**src/rtl/spram_arbiter.sv**
```systemverilog
// Two-port round-robin arbiter/sequencer for a single 16K x 16 SPRAM.
// Each 32-bit access runs as a low halfword beat, a high halfword beat, then a one-cycle ack.
module spram_arbiter #(
    parameter int AW = 13
) (
    input  logic          clk,
    input  logic          rst,
    input  logic          p0_req,
    input  logic          p1_req,
    input  logic [3:0]    p0_be,
    input  logic [3:0]    p1_be,
    input  logic [AW-1:0] p0_addr,
    input  logic [AW-1:0] p1_addr,
    input  logic [31:0]   p0_wdata,
    input  logic [31:0]   p1_wdata,
    output logic [31:0]   p0_rdata,
    output logic [31:0]   p1_rdata,
    output logic          p0_ack,
    output logic          p1_ack,
    output logic          busy,
    output logic [3:0]    spram_we,
    output logic [AW:0]   spram_addr,
    output logic [15:0]   spram_wdata,
    input  logic [15:0]   spram_rdata
);

    typedef enum logic [1:0] {IDLE, LO, HI, DONE} state_t;

    state_t              state_q, state_d;
    logic                grant_q, grant_d;
    logic                last_q, last_d;
    logic                win;
    logic [3:0]          be_q, be_d;
    logic [AW-1:0]       addr_q, addr_d;
    logic [31:0]         wdata_q, wdata_d;
    logic [15:0]         rlo_q, rlo_d;
    logic [31:0]         rdata_full;
    logic [1:0]          ack;
    logic [1:0][31:0]    rdata_w;

    // The high half comes straight from the SPRAM in DONE so ack and data align.
    assign rdata_full = {spram_rdata, rlo_q};
    assign busy       = (state_q != IDLE);

    always_comb begin
        state_d     = state_q;
        grant_d     = grant_q;
        last_d      = last_q;
        be_d        = be_q;
        addr_d      = addr_q;
        wdata_d     = wdata_q;
        rlo_d       = rlo_q;
        spram_we    = 4'b0000;
        spram_addr  = '0;
        spram_wdata = 16'h0000;
        // On a tie the port that was not granted last wins.
        win         = p0_req ? (p1_req & ~last_q) : p1_req;

        case (state_q)
            IDLE: begin
                if (p0_req || p1_req) begin
                    state_d = LO;
                    grant_d = win;
                    last_d  = win;
                    be_d    = win ? p1_be    : p0_be;
                    addr_d  = win ? p1_addr  : p0_addr;
                    wdata_d = win ? p1_wdata : p0_wdata;
                end
            end
            LO: begin
                spram_we    = {be_q[1], be_q[1], be_q[0], be_q[0]};
                spram_addr  = {addr_q, 1'b0};
                spram_wdata = wdata_q[15:0];
                state_d     = HI;
            end
            HI: begin
                spram_we    = {be_q[3], be_q[3], be_q[2], be_q[2]};
                spram_addr  = {addr_q, 1'b1};
                spram_wdata = wdata_q[31:16];
                rlo_d       = spram_rdata;
                state_d     = DONE;
            end
            DONE: begin
                state_d = IDLE;
            end
            default: begin
                state_d = IDLE;
            end
        endcase
    end

    always_ff @(posedge clk) begin
        if (rst) begin
            state_q <= IDLE;
            grant_q <= 1'b0;
            last_q  <= 1'b1;
            be_q    <= 4'b0000;
            addr_q  <= '0;
            wdata_q <= 32'h0;
            rlo_q   <= 16'h0;
        end else begin
            state_q <= state_d;
            grant_q <= grant_d;
            last_q  <= last_d;
            be_q    <= be_d;
            addr_q  <= addr_d;
            wdata_q <= wdata_d;
            rlo_q   <= rlo_d;
        end
    end

    for (genvar gi = 0; gi < 2; gi++) begin : g_port
        localparam logic PORT = (gi == 1);
        logic [31:0] hold_q;

        assign ack[gi]     = (state_q == DONE) && (grant_q == PORT);
        assign rdata_w[gi] = ack[gi] ? rdata_full : hold_q;

        always_ff @(posedge clk) begin
            if (rst) begin
                hold_q <= 32'h0;
            end else begin
                hold_q <= rdata_w[gi];
            end
        end
    end

    assign p0_ack   = ack[0];
    assign p1_ack   = ack[1];
    assign p0_rdata = rdata_w[0];
    assign p1_rdata = rdata_w[1];

endmodule

```
**config.mk**
```make
export PLATFORM = sky130hd
export DESIGN_NAME = spram_arbiter
export DESIGN_NICKNAME = d
export VERILOG_FILES = /design/src/rtl/spram_arbiter.sv
export SDC_FILE = /design/constraint.sdc
export NUM_CORES = 1
export LEC_CHECK = 0
export ABC_AREA = 1
export BUFFER_PORTS_ARGS = -buffer_cell sky130_fd_sc_hd__buf_4
export CAP_MARGIN = 20
export CORE_MARGIN = 2
export CORE_UTILIZATION = 54
export DETAILED_ROUTE_END_ITERATION = 8
export PLACE_DENSITY_LB_ADDON = 0.15
export SETUP_SLACK_MARGIN = 0.1
export SYNTH_ARGS = -nofsm -noshare
export SYNTH_HDL_FRONTEND = slang
export SYNTH_SLANG_ARGS = --single-unit
```
**constraint.sdc**
```tcl
create_clock -name clk -period 2.6 [get_ports clk]
set_input_delay 0.13 -clock clk [delete_from_list [all_inputs] [get_ports clk]]
set_output_delay 0.13 -clock clk [all_outputs]
set_load 0.1 [all_outputs]
```
==> results of run 1 <==
worst paths after layout:
path | start | to | slack (ns) | depth (start not counted)
worst max-delay path | state_q[0] | spram_addr[5] | 0.23 | 6
worst min-delay path | spram_rdata[7] | rlo_q[7] | 0.004 | 3
worst max register to register | state_q[0] | wdata_q[7] | 0.63 | 8
worst min register to register | last_q | last_q | 0.48 | 2
stage by stage:
step	hold WS (ns)	setup WS (ns)	instance area [sq um]
floorplan	0.2649	0.1099	6511
global placement	0.3780	0.6442	8150
detailed placement	0.3823	0.6278	8150
CTS	0.001117	0.1875	8871
global route	0.01791	0.1111	8875
finish	0.003577	0.2299	8875
final cells by class:
type                    instances  area (sq um)  share of cell area
clock buffers                  18         429.2             0.04836
clock inverters                14         141.4             0.01593
inverters                     199         747.0             0.08417
multi-input cells             627          2813              0.3169
flip-flops and latches        133          2663              0.3000
well taps                     143         178.9             0.02016
repair buffers                243          1903              0.2144
Yosys cell counts, types with 3 or more instances:
| cell | instances |
|---|---|
| dfxtp_1 | 133 |
| buf_4 | 4 |
| buf_1 | 3 |
| buf_2 | 22 |
| a21oi_1 | 20 |
| o21ai_1 | 3 |
| nand2_1 | 205 |
| nand3_1 | 3 |
| clkbuf_2 | 4 |
| inv_1 | 197 |
| ha_1 | 5 |
| buf_6 | 4 |
| o21ai_0 | 130 |
| clkbuf_1 | 22 |
| nor2_1 | 258 |
sequential cells by signal, indices dropped and copies added, names as in the netlist:
register and flops:
be_q 4, rlo_q 16, grant_q 1, state_q 2, last_q 1, wdata_q 32
addr_q 13, g_port.hold_q 64
placed cells by master (no fill, tap or decap), drive strengths merged, types with 3 or more instances in the layout:
cell type	count
clkinvlp	3
buf	228
dlygate4sd3	15
clkinv	4
nor2	260
nand3	3
clkbuf	18
nand2	206
inv	205
o21ai	133
ha	5
dfxtp	133
a21oi	20
cell families (layout without fill, tap and decap cells):
family	count (synthesis)	in the layout	synth area share
compound gates	153	153	0.1213
fa+ha+maj	5	5	0.009909
buf+inv	258	474	0.1657
flops	133	133	0.4217
simple gates	469	469	0.2814
timing repair:
action,CTS,global route
gates resized for setup,0,2
setup endpoints to repair,0,16
hold buffers,15,0
endpoints found under the hold margin,15,0
critical path: cells and delay by family (launching register included):
| kind | cells | cell delay, ns |
|---|---|---|
| compound gates | 1 | 0.22 |
| fa+ha+maj | 1 | 0.48 |
| buf+inv | 3 | 0.66 |
| simple gates | 1 | 0.12 |
| flops | 1 | 0.34 |
routing by layer:
| layer | up-vias | routed length [um] | GRT usage |
|---|---|---|---|
| li1 | 3393 | - | - |
| met1 | 2840 | 6877 | 0.3013 |
| met2 | 181 | 8153 | 0.4534 |
| met3 | 23 | 920 | 0.06156 |
| met4 | 0 | 306 | 0.08862 |
| met5 | - | 0 | 0 |
power groups by stage:
stage / sequential [W] / combinational (W) / clock, W
2_1_floorplan: 0.00272 / 0.00415 / 0
3_3_place_gp: 0.00279 / 0.00511 / 0
3_5_place_dp: 0.00281 / 0.00516 / 0
4_1_cts: 0.00277 / 0.00520 / 0.00231
5_1_grt: 0.00283 / 0.00555 / 0.00241
6_report: 0.00278 / 0.00518 / 0.00229
==> impl_results.md, run 1 <==
* Worst skew pair latency at a little over 0.4 ns
* Root Driver: clkbuf_16
* Pwr dens at 1155 mW/mm^2
* Dpl hpwl at about 11000 um
* WL per Instance at 11.81 um
* Final period utilization at 0.9116
* Cell type of the slowest stage on the worst timing path: ha_2
* Drt total wl at between 15000 and 20000 um
* CP arrival at approximately 2.2 ns
* CTS tree: yes
* Cell Chain, Critical Path: inv_1 > ha_2 > o21ai_1 > buf_4 > nor2_2 > buf_4
* RSZ-0062 raised after global routing: false
* Flop pwr share at 0.271
* Count of maximum capacitance violations at 0
* DRT iter0 DRCs at 332
* FP Rows at 39
* Layout cells sized above 1 at 0.2415
* Avg Synthesized Cell Area at 6.202 sq um
* Max incr delay on CP at 0.48 ns
* Synthesis warning total at 0
* Comb pwr share at 0.505
* Final-layout fill cell count at 902
* Clock Skew at 0.01045 ns
* CTS Buffer Depth at 2
* Worst Setup Start Kind: flop
* Max-slew violation count at 0
* Global-route wire length before repair at 26340 um
* DIE HEIGHT at 112.1 um
* Number of synthesized flops with an enable pin at 0
* Initial core utilization at 0.5529
* Sink Count at 133
* Seq cells post-synth at 133
* DR pass1 iterations at 4
* Post-synth ARST share at 0
* Synthesis-to-finish area growth at 40.57%
* Sw frac at 0.5046
* Initial antenna violation count at 0
* Routability cong. at about 0.79
* Post-layout total power at 0.01025 W
* Post-route DRC violation count at 0
* Synth Instances at between 1000 and 1500
* Post-synthesis cell type count at 20
* Crit path max fanout at 21
* Final setup fails at 0
* Clock transition at path regs at ~0.060 ns
* Clock network power share at 0.224
* Cells after DPL at 1330
* Core area at 0.01142 sq mm
* Hold Crit Class: in -> reg
* Worst slew pin tran at 0.9617 ns
* CP Data Required Time at 2.47 ns
* Clock buffer count from CTS at 17
* Non-filler instance count after layout at 1377
* Detail Route Antenna Nets at 0
* Cell-internal power at 0.005076 W
* Die Width at about 110 um
* Switching pwr at 0.005170 W
* Via count at 6437
* Largest net degree at the start of global routing at 68
* Vias in the first global route at 5754
* Htree depth at 4
* Post-CTS Setup Bufs at 0
* Ant diodes at 0
* Tmin final at 2.370 ns
* Setup TNS at 0 ns
* Synth area leader: dfxtp_1
* Synth area leaders: dfxtp_1, nor2_1, nand2_1
* Maximum VDD drop at 730.8 uV
* Prevailing post-synth register cell: dfxtp_1
* Core Util, Final at 0.7772
* Total global routing overflow at 0
* Final Hold Viols at 0
* Post-Syn Nets at 1141
* Cell Area, Synth at 0.006314 sq mm
* Relative max-transition margin at 0.3579
* Vias per inst at 4.675
* Max Clock Freq at between 400 and 500 MHz
* Worst Setup Path Type: reg -> out
* Nets at 1344
* Io pins at ~220
* Sequential fraction of the synthesis area at 0.4217
* CP endpoint kind: output port
* Die area at 0.01257 sq mm
* GRT Total Usage at 0.2552
* CP most frequent cell: buf_4
* I/O Buffers at roughly 220
* Outcome: completed
* Pleak at around 5 nW
* Top-area cell type share of the netlist area at 0.4217
No activity file was read; power rests on OpenSTA's default activity.
==> run 2: changes to the inputs <==
Settings changed: ABC_AREA 1 to not set.
==> run 2 against run 1 <==
Compared with the run above:
- largest cell class unchanged
- total power down 7.1%
- critical path type unchanged
- clock skew down 0.0064 ns
- maximum frequency down 2.8%
- non-clock buffer count up 101
- highest routed layer unchanged
- final cell count down 21%
- utilization up 9.8 points
==> impl_results.md, run 2 <==
* CTS tree: yes
* FP Rows at 38 (-2.6%)
* Relative max-transition margin at 0.4210 (+0.06310)
* Max-slew violation count at 0 (unchanged)
* Worst Setup Start Kind: flop
* Detail Route Antenna Nets at 0 (unchanged)
* Mux cell area share after synthesis at 0.1646 (+0.1646)
* Area share of and/or/nand/nor cells after synthesis at 0.1750 (-0.1064)
* Initial core utilization at 0.5546 (+0.001668)
* Global-route wire length before repair at 30710 um (+17%)
* Compound-Gate Fraction of Synth Area at 0.1494 (+0.02814)
* Top-area cell type share of the netlist area at 0.4429 (+0.02115)
* Worst skew pair latency at 0.53 ns (+0.12 ns)
* CP Data Required Time at 2.47 ns (about the same)
* Clock Skew at 0.004034 ns (-0.006417 ns)
* Worst slack, placed at 0.7830 ns (+0.1552 ns)
* Clock buffer count from CTS at 17 (unchanged)
* DR pass1 iterations at 7 (+3)
* Max Clock Freq at 410.0 MHz (-2.8%)
* Final Hold Viols at 0 (unchanged)
* RSZ-0062 raised after global routing: true
* Nets at 1053 (-22%)
* GRT Total Usage at 0.3357 (+0.08054)
* Prevailing post-synth register cell: dfxtp_1
* WL per Instance at 19.09 um (+62%)
* Tmin final at 2.439 ns (+0.06899 ns)
* Post-route DRC violation count at 0 (unchanged)
* Max reg flops at 64 (unchanged)
* Via count at 6152 (-4.4%)
* Number of synthesized flops with an enable pin at 0 (unchanged)
* Post-synthesis cell type count at 32 (+60%)
* Root Driver: clkbuf_8
* Seq cells post-synth at 133 (unchanged)
* Pwr dens at 1003 mW/mm^2 (-13%)
* Synth Instances at 621 (-39%)
* Largest Register: g_port.hold_q
* Cell Area, Synth at 0.006012 sq mm (-4.8%)
* R2R setup slack at 0.17 ns (-0.46 ns)
* Avg Synthesized Cell Area at 9.681 sq um (+56%)
* Final setup fails at 0 (unchanged)
* I/O Buffers at 218 (unchanged)
* Drt total wl at 20670 um (+27%)
* Register area at 0.002663 sq mm (unchanged)
* Count of maximum capacitance violations at 0 (unchanged)
* Total global routing overflow at 0 (unchanged)
* CP endpoint kind: output port
* CTS Buffer Depth at 2 (unchanged)
* Hold Crit Class: in -> reg
* Sink Count at 133 (unchanged)
* Final worst slack at 0.1609 ns (-0.06899 ns)
* Adder-Cell Fraction of Synth Area at 0.01041 (+0.0004970)
* DRT iter0 DRCs at 488 (+47%)
* Area of the multi-input gates at 0.003127 sq mm (+11%)
* Vias per inst at 5.681 (+22%)
* Final period utilization at 0.9381 (+0.02654)
* Most numerous cell in the Yosys netlist: dfxtp_1
* Sequential fraction of the synthesis area at 0.4429 (+0.02115)
* Final-layout fill cell count at 494 (-45%)
* Largest net degree at the start of global routing at 56 (-18%)
* Commonest non-fill, non-tap cell in the layout: buf_4
* Post-synth ARST share at 0 (unchanged)
* Core area at 0.01084 sq mm (-5.1%)
* Maximum VDD drop at 658.8 uV (-9.8%)
* Post-layout total power at 0.009521 W (-7.1%)
* Die Width at 109.5 um (-2.3%)
* DIE HEIGHT at 109.5 um (-2.3%)
* Routability cong. at 0.8010 (+1.9%)
* Post-CTS Setup Bufs at 0 (unchanged)
* Layout cells sized above 1 at 0.3531 (+0.1116)
* Synthesis warning total at 0 (unchanged)
* Worst r2r src: state_q[0]
* Worst hold start: rst
* Synthesis-to-finish area growth at 57.86%
* Largest family of logic cells by synthesized area: simple AND/OR/NAND/NOR gates
* Post-synth top cells: dfxtp_1, nor2b_1, nor2_1
* Initial antenna violation count at 0 (unchanged)
* Dpl hpwl at 10710 um (-4.7%)
* Pleak at 4.456 nW (-13%)
* Crit path launch: state_q[1]
* Synth area leaders: dfxtp_1, nor2b_1, mux2_4
* Synth area leader: dfxtp_1
* Setup TNS at 0 ns (unchanged)
* CP arrival at 2.31 ns (+0.07 ns)
* Worst Setup Path Type: reg -> out
* Crit path max fanout at 12 (-43%)
* Vias in the first global route at 6082 (+5.7%)
* Die area at 0.01199 sq mm (-4.6%)
* Clock transition at path regs at 0.06 ns (about the same)
* Most frequent cells in the layout: buf_4, dfxtp_1, dlygate4sd3_1
* Ant diodes at 0 (unchanged)
* XOR/XNOR Fraction of Synth Area at 0 (unchanged)
* Io pins at 219 (unchanged)
* Post-Syn Nets at 744 (-35%)
* Worst slew pin tran at 0.8652 ns (-0.09652 ns)
* Htree depth at 4 (unchanged)
* Outcome: completed
* Regs by FF count: g_port.hold_q x64, wdata_q x32, rlo_q x16
-- run 2: report_power, final --
part           internal (W)  switching, W  total, W
clock network       0.00146      0.000885   0.00234
logic               0.00164       0.00285   0.00450
registers           0.00242      0.000265   0.00268
total               0.00552       0.00400   0.00952
-- run 2: timing repair --
action / CTS / global route
setup endpoints to repair: 0 / 40
endpoints found under the hold margin: 94 / 0
hold buffers: 116 / 0
gates resized for setup: 0 / 1
-- run 2: cells by family (layout without fill, tap and decap cells) --
| group | count (synthesis) | after routing |
|---|---|---|
| and+or+nand+nor | 215 | 215 |
| DFF | 133 | 133 |
| AOI/OAI and AO/OA | 128 | 129 |
| muxes | 80 | 80 |
| buffers and inverters | 60 | 381 |
| adders and majority gates | 5 | 5 |
-- run 2: area by class of cell --
| cell class | count | area share |
|---|---|---|
| inverters | 5 | 0.001978 |
| repair buffers | 344 | 0.3088 |
| clock inverters | 9 | 0.01055 |
| well taps | 140 | 0.01846 |
| flip-flops and latches | 133 | 0.2806 |
| multi-input cells | 429 | 0.3295 |
| clock buffers | 23 | 0.05023 |
-- run 2: worst max-delay path, cell delays in order, from the launching register on --
cell	delay, ns
dfxtp_1	0.39
inv_1	0.11
ha_2	0.34
o21a_1	0.39
and2_1	0.23
buf_4	0.30
-- run 2: through the flow --
stage / cells / utilization / cell area, sq um / hold slack [ns]
after floorplan: 621 / - / 6115 / 0.2710
after global placement: 933 / 0.7116 / 7714 / 0.3854
after detailed placement: 934 / 0.7141 / 7741 / 0.3935
after CTS: 1082 / 0.8744 / 9479 / 0.01708
after global routing: 1083 / 0.8755 / 9490 / 0.03918
final: 1083 / 0.8755 / 9490 / 0.03183
-- run 2: worst paths after layout --
check             depth (start not counted)            end
setup / recovery                          5  spram_addr[8]
hold / removal                            2       rlo_q[3]
setup reg to reg                          7     addr_q[11]
hold reg to reg                           2      rlo_q[15]
-- run 2: routing by layer --
layer	vias to the layer above	wire [um]	global-route usage
li1	2733	-	-
met1	2929	7522	0.3779
met2	401	10390	0.5864
met3	89	1911	0.08536
met4	0	849	0.1682
met5	-	0	0
